[src/rtl/alu4_arbiter.sv]
// Two-requester round-robin front end for a shared 4-bit ALU.
// Each operation occupies the ALU for one cycle, and the response is held until the consumer accepts it.
module alu4_arbiter (
    input  logic       clk,
    input  logic       rst,
    input  logic       req0_valid,
    output logic       req0_ready,
    input  logic [2:0] req0_op,
    input  logic [3:0] req0_a,
    input  logic [3:0] req0_b,
    input  logic       req0_cin,
    input  logic       req1_valid,
    output logic       req1_ready,
    input  logic [2:0] req1_op,
    input  logic [3:0] req1_a,
    input  logic [3:0] req1_b,
    input  logic       req1_cin,
    output logic [3:0] alu_a,
    output logic [3:0] alu_b,
    output logic [2:0] alu_c,
    output logic       alu_cin,
    input  logic [3:0] alu_result,
    input  logic       alu_zero,
    input  logic       alu_overflow,
    input  logic       alu_carry,
    input  logic       alu_size,
    output logic       rsp_valid,
    input  logic       rsp_ready,
    output logic       rsp_id,
    output logic [3:0] rsp_result,
    output logic [3:0] rsp_flags
);

    localparam int DATA_W = 4;

    typedef enum logic [1:0] {IDLE, EXEC, RESP} state_t;

    state_t              state;
    logic                last_grant;
    logic [2:0]          op_r;
    logic [DATA_W-1:0]   a_r;
    logic [DATA_W-1:0]   b_r;
    logic                cin_r;

    logic                grant_any;
    logic                grant_idx;
    logic [2:0]          sel_op;
    logic [DATA_W-1:0]   sel_a;
    logic [DATA_W-1:0]   sel_b;
    logic                sel_cin;

    // Flags are {zero, overflow, carry, size}; only the meaningful ones survive per op class.
    function automatic logic [3:0] mask_flags(input logic [2:0] op, input logic z,
                                              input logic ov, input logic c, input logic s);
        case (op)
            3'b000, 3'b001: mask_flags = {1'b0, ov, c, 1'b0};
            3'b110, 3'b111: mask_flags = {z, ov, c, s};
            default:        mask_flags = 4'b0000;
        endcase
    endfunction

    always_comb begin
        grant_any = 1'b0;
        grant_idx = 1'b0;
        if (state == IDLE && !rst) begin
            if (req0_valid && req1_valid) begin
                grant_any = 1'b1;
                grant_idx = ~last_grant;
            end else if (req0_valid) begin
                grant_any = 1'b1;
                grant_idx = 1'b0;
            end else if (req1_valid) begin
                grant_any = 1'b1;
                grant_idx = 1'b1;
            end
        end
    end

    always_comb begin
        sel_op  = req0_op;
        sel_a   = req0_a;
        sel_b   = req0_b;
        sel_cin = req0_cin;
        if (grant_idx) begin
            sel_op  = req1_op;
            sel_a   = req1_a;
            sel_b   = req1_b;
            sel_cin = req1_cin;
        end
    end

    assign req0_ready = grant_any && !grant_idx;
    assign req1_ready = grant_any && grant_idx;

    assign alu_a   = a_r;
    assign alu_b   = b_r;
    assign alu_c   = op_r;
    assign alu_cin = cin_r;

    always_ff @(posedge clk) begin
        if (rst) begin
            state      <= IDLE;
            last_grant <= 1'b1;
            rsp_valid  <= 1'b0;
            rsp_id     <= 1'b0;
            rsp_result <= '0;
            rsp_flags  <= '0;
            op_r       <= '0;
            a_r        <= '0;
            b_r        <= '0;
            cin_r      <= 1'b0;
        end else begin
            case (state)
                IDLE: begin
                    if (grant_any) begin
                        op_r       <= sel_op;
                        a_r        <= sel_a;
                        b_r        <= sel_b;
                        cin_r      <= sel_cin;
                        rsp_id     <= grant_idx;
                        last_grant <= grant_idx;
                        state      <= EXEC;
                    end
                end
                EXEC: begin
                    rsp_result <= alu_result;
                    rsp_flags  <= mask_flags(op_r, alu_zero, alu_overflow, alu_carry, alu_size);
                    rsp_valid  <= 1'b1;
                    state      <= RESP;
                end
                RESP: begin
                    // New grants wait for IDLE, so a response never overlaps the next request.
                    if (rsp_ready) begin
                        rsp_valid <= 1'b0;
                        state     <= IDLE;
                    end
                end
                default: state <= IDLE;
            endcase
        end
    end

endmodule

[config.mk]
export PLATFORM = sky130hd
export DESIGN_NAME = alu4_arbiter
export DESIGN_NICKNAME = d
export VERILOG_FILES = /design/src/rtl/alu4_arbiter.sv
export SDC_FILE = /design/constraint.sdc
export NUM_CORES = 1
export LEC_CHECK = 0
export ABC_AREA = 1
export CORE_MARGIN = 5
export CORE_UTILIZATION = 39
export CTS_CLUSTER_DIAMETER = 30
export DETAILED_ROUTE_END_ITERATION = 10
export PLACE_DENSITY_LB_ADDON = 0.08
export RECOVER_POWER = 100
export SETUP_SLACK_MARGIN = 0.5
export SLEW_MARGIN = 5
export SYNTH_ARGS = -nofsm -noshare
export SYNTH_HDL_FRONTEND = slang
export SYNTH_SLANG_ARGS = --single-unit
[constraint.sdc]
create_clock -name clk -period 1.3 [get_ports clk]
set_clock_uncertainty 0.05 [all_clocks]
set_input_delay 0.26 -clock clk [delete_from_list [all_inputs] [get_ports clk]]
set_output_delay 0.26 -clock clk [all_outputs]
set_load 0.005 [all_outputs]
==> results of run 1 <==
[sequential cells by signal, indices dropped and copies added, names as in the netlist]
name	cells
alu_a	4
alu_b	4
alu_c	3
alu_cin	1
last_grant	1
rsp_flags	4
rsp_id	1
rsp_result	4
rsp_valid	1
state	2
[cell usage in the layout, fill, tap and decap left out]
cell type | synthesis | layout
inv_2 | 2 | 2
ha_4 | 0 | 2
a21oi_1 | 5 | 4
nand2_1 | 56 | 36
dlygate4sd2_1 | 0 | 2
nor3_1 | 5 | 2
clkinvlp_4 | 0 | 2
nor3_2 | 1 | 1
dlymetal6s2s_1 | 0 | 1
o21ai_0 | 8 | 1
inv_1 | 20 | 13
nor2_4 | 2 | 4
clkdlybuf4s50_1 | 0 | 33
nand3b_1 | 1 | 1
a21oi_2 | 0 | 1
buf_2 | 3 | 9
nand2_8 | 0 | 1
dfxtp_2 | 0 | 25
nor2_2 | 1 | 3
nand3_2 | 1 | 2
clkbuf_1 | 1 | 1
nand2_2 | 0 | 16
inv_4 | 0 | 5
nand3_1 | 15 | 13
o21ai_1 | 0 | 4
nand2_4 | 0 | 3
a31oi_1 | 1 | 1
buf_4 | 0 | 12
nor2_1 | 20 | 16
nor3_4 | 0 | 3
buf_12 | 0 | 2
nand3_4 | 0 | 1
clkbuf_4 | 0 | 3
inv_8 | 0 | 2
buf_8 | 0 | 1
o21ai_2 | 0 | 3
buf_6 | 2 | 28
[cells in the mapped netlist]
master / number
ha_1: 2
o21ai_0: 8
nand3_1: 15
a21oi_1: 5
inv_1: 20
nand3b_1: 1
nor2_2: 1
dfxtp_1: 25
nor2_4: 2
nand2_1: 56
nor2_1: 20
nor3_2: 1
buf_2: 3
nor3_1: 5
buf_6: 2
a31oi_1: 1
inv_2: 2
nand3_2: 1
clkbuf_1: 1
[per-layer routing]
metal  vias to the layer above  part of all wire, %
met2                        51                   54
met3                         6                  5.5
met4                         0                  1.3
li1                        706                    -
met1                       662                   40
met5                         -                    0
[power by group]
group          switching, mW  total, mW  internal (mW)  leakage (nW)
clock network          0.234      0.354          0.120        0.0150
logic                  0.386      0.864          0.478         0.862
registers             0.0543      0.915          0.860         0.214
[kinds of logic (layout without fill, tap and decap cells)]
family | after synthesis | in the layout | share of synthesized area, %
simple gates | 102 | 102 | 38.0
flops | 25 | 25 | 43.1
fa+ha+maj | 2 | 2 | 2.15
buf+inv | 28 | 116 | 10.7
compound gates | 14 | 14 | 6.14
[area by class of cell]
| class | count | area [um2] | area share (%) |
|---|---|---|---|
| tap | 31 | 38.8 | 1.67 |
| timing repair buffer | 88 | 866 | 37.4 |
| timing repair inverter | 2 | 13.8 | 0.594 |
| multi-input combinational | 118 | 728 | 31.4 |
| clock buffer | 4 | 26.3 | 1.13 |
| sequential | 25 | 532 | 23.0 |
| inverter | 22 | 111 | 4.81 |
[worst reg2reg max path, delay by kind of cell (launching register included)]
family	cells	cell delay (ps)
flip-flops	1	370
AND/OR/NAND/NOR	6	470
buffers and inverters	4	510
[through the flow]
stage               cell area (um2)  setup TNS (ps)
floorplan                      1230               0
global placement               1900           -6860
detailed placement             1900           -8400
CTS                            2120           -1540
global route                   2320           -2420
finish                         2320           -1680
[path summary, 6_finish.rpt]
kind,start,endpoint,depth (start not counted)
worst max-delay path,state[0]$_SDFFE_PP0P_,alu_b[2]$_SDFFE_PP0P_,10
worst min-delay path,rsp_result[2]$_SDFFE_PP0P_,rsp_result[2]$_SDFFE_PP0P_,2
worst max register to register,state[0]$_SDFFE_PP0P_,alu_b[2]$_SDFFE_PP0P_,10
worst min register to register,rsp_result[2]$_SDFFE_PP0P_,rsp_result[2]$_SDFFE_PP0P_,2
[what timing repair did]
action	CTS	global route
gates resized for setup	175	40
cloned	2	0
endpoints found under the setup margin	49	49
pin swaps	13	14
buffers inserted	11	6
==> results.py, run 1 <==
metrics = {
    "floorplanning": {
        "die-area_um2": 4170,
        "rows": 19,
        "core_area_um2": 2810,
        "die_width_um": 64.6,
        "pin_count": 61,
        "fp.dieH_um": 64.6,
        "start_util_pct": 41.4,
    },
    "critical_path": {
        "crit_path_end_kind": "flip-flop",
        "criticalPathCategory": "reg -> reg",
        "slowest_stage": "dfxtp_2",
        "worst-endpoint-arrival_ps": 1650,
        "crit_buf_inv": 4,
        "crit_family": "buffers and inverters",
        "cpPeakStageDelay_ps": 370,
        "cp.required_ps": 1470,
        "setup.worst_path.start_class": "flip-flop",
        "crit_path_cell_trace": "nor2_4 -> buf_6 -> nand3_4 -> buf_6 -> buf_12 -> buf_8 -> nand2_2 -> nand2_2 -> nor2_2 -> nor2_1",
        "crit_fanout": 7,
        "rrSetupSlack_ps": -180,
    },
    "logic_synthesis": {
        "syn_inst": 171,
        "synth_largest_area_cell": "dfxtp_1",
        "yosysWarnings": 0,
        "ys_ff_latch": 25,
        "synth_top_area_share_pct": 43.1,
        "synth_area_leaders": "dfxtp_1 43%, nand2_1 18%, inv_1 6.5%",
        "synth.distinct_cells": 19,
        "syn_nets": 210,
        "synth_seq_area_share_pct": 43.1,
        "synth_area_um2": 1160,
        "avgSynthCellArea_um2": 6.80,
    },
    "placed_design": {
        "place_inst": 267,
        "portBuffers": 60,
        "place_congestion": 0.691,
        "dp_hpwl_mm": 2.61,
        "pre_cts_slack_ps": -608,
    },
    "clock_network": {
        "numCtsBuffers": 3,
        "cts_root_buf": "clkbuf_4",
        "cts.htree.levels": 1,
        "cts.path.max_buffers": 2,
        "hold_buffers": 0,
        "cts_tree": "done",
        "clk_pin_slew_worst_paths_ps": 140,
        "clk_latency_ps": 320,
        "clock-sinks": 25,
    },
    "routing": {
        "wl_mm": 4.20,
        "drt_first_pass_iters": 4,
        "vias": 1425,
        "via_per_inst": 4.91,
        "antenna_left": 0,
        "drc_errors": 0,
        "routedWlPerCell_um": 14.5,
        "first_iter_violations": 57,
    },
    "sta": {
        "max_clock_freq_ghz": 0.676,
        "slew_headroom_pct": 81.7,
        "timing_worst_slew_pin_value_ps": 273,
        "hold_ws_ps": 434,
        "grt_setup_unrepaired": "true",
        "slew_viol_final": 0,
        "final-setup-viol-count": 14,
        "hold_viol": 0,
        "timing.final.ws_setup_ps": -179,
        "period_needed_ps": 1480,
        "finalCritPeriodShare_pct": 114,
    },
    "outcome": {
        "violations": "negative setup slack",
        "status": "finished with violations",
    },
    "power_and_ir_drop": {
        "ir_drop_mv": 0.542,
        "p_per_area_nw_per_um2": 921,
        "p_leak_nw": 1.09,
        "power_mw": 2.13,
    },
    "global_routing": {
        "use_met2_pct": 36.1,
        "grt_usage_pct": 19.7,
        "use_met3_pct": 3.80,
        "top_usage_layer": "met2",
        "grt-ovfl-total": 0,
        "antenna_found_initial": 0,
        "use_met1_pct": 23.0,
        "grt_max_degree": 16,
        "grt_pass1_vias": 1481,
        "grt_pass1_wl_mm": 6.60,
    },
    "flow_run": {
        "max-cap-violations": 0,
    },
    "cells_and_area": {
        "drive_above_1_share_pct": 50.6,
        "fill_cells": 183,
        "nNetsFinal": 299,
        "area_growth_pct": 99.2,
        "antenna_cells": 0,
        "fin_cells": 290,
        "final_util_pct": 82.6,
    },
    "hold_path": {
        "min_path_type": "reg -> reg",
    },
}
No activity file was read; power rests on OpenSTA's default activity.
==> run 2, diff against run 1 <==
--- a/config.mk
+++ b/config.mk
@@ -6,6 +6,7 @@
 export NUM_CORES = 1
 export LEC_CHECK = 0
 export ABC_AREA = 1
+export CAP_MARGIN = 10
 export CORE_MARGIN = 5
 export CORE_UTILIZATION = 39
 export CTS_CLUSTER_DIAMETER = 30
==> results of run 2 <==
Same layout as run 1: the final DEF is identical, and so are final timing and power.
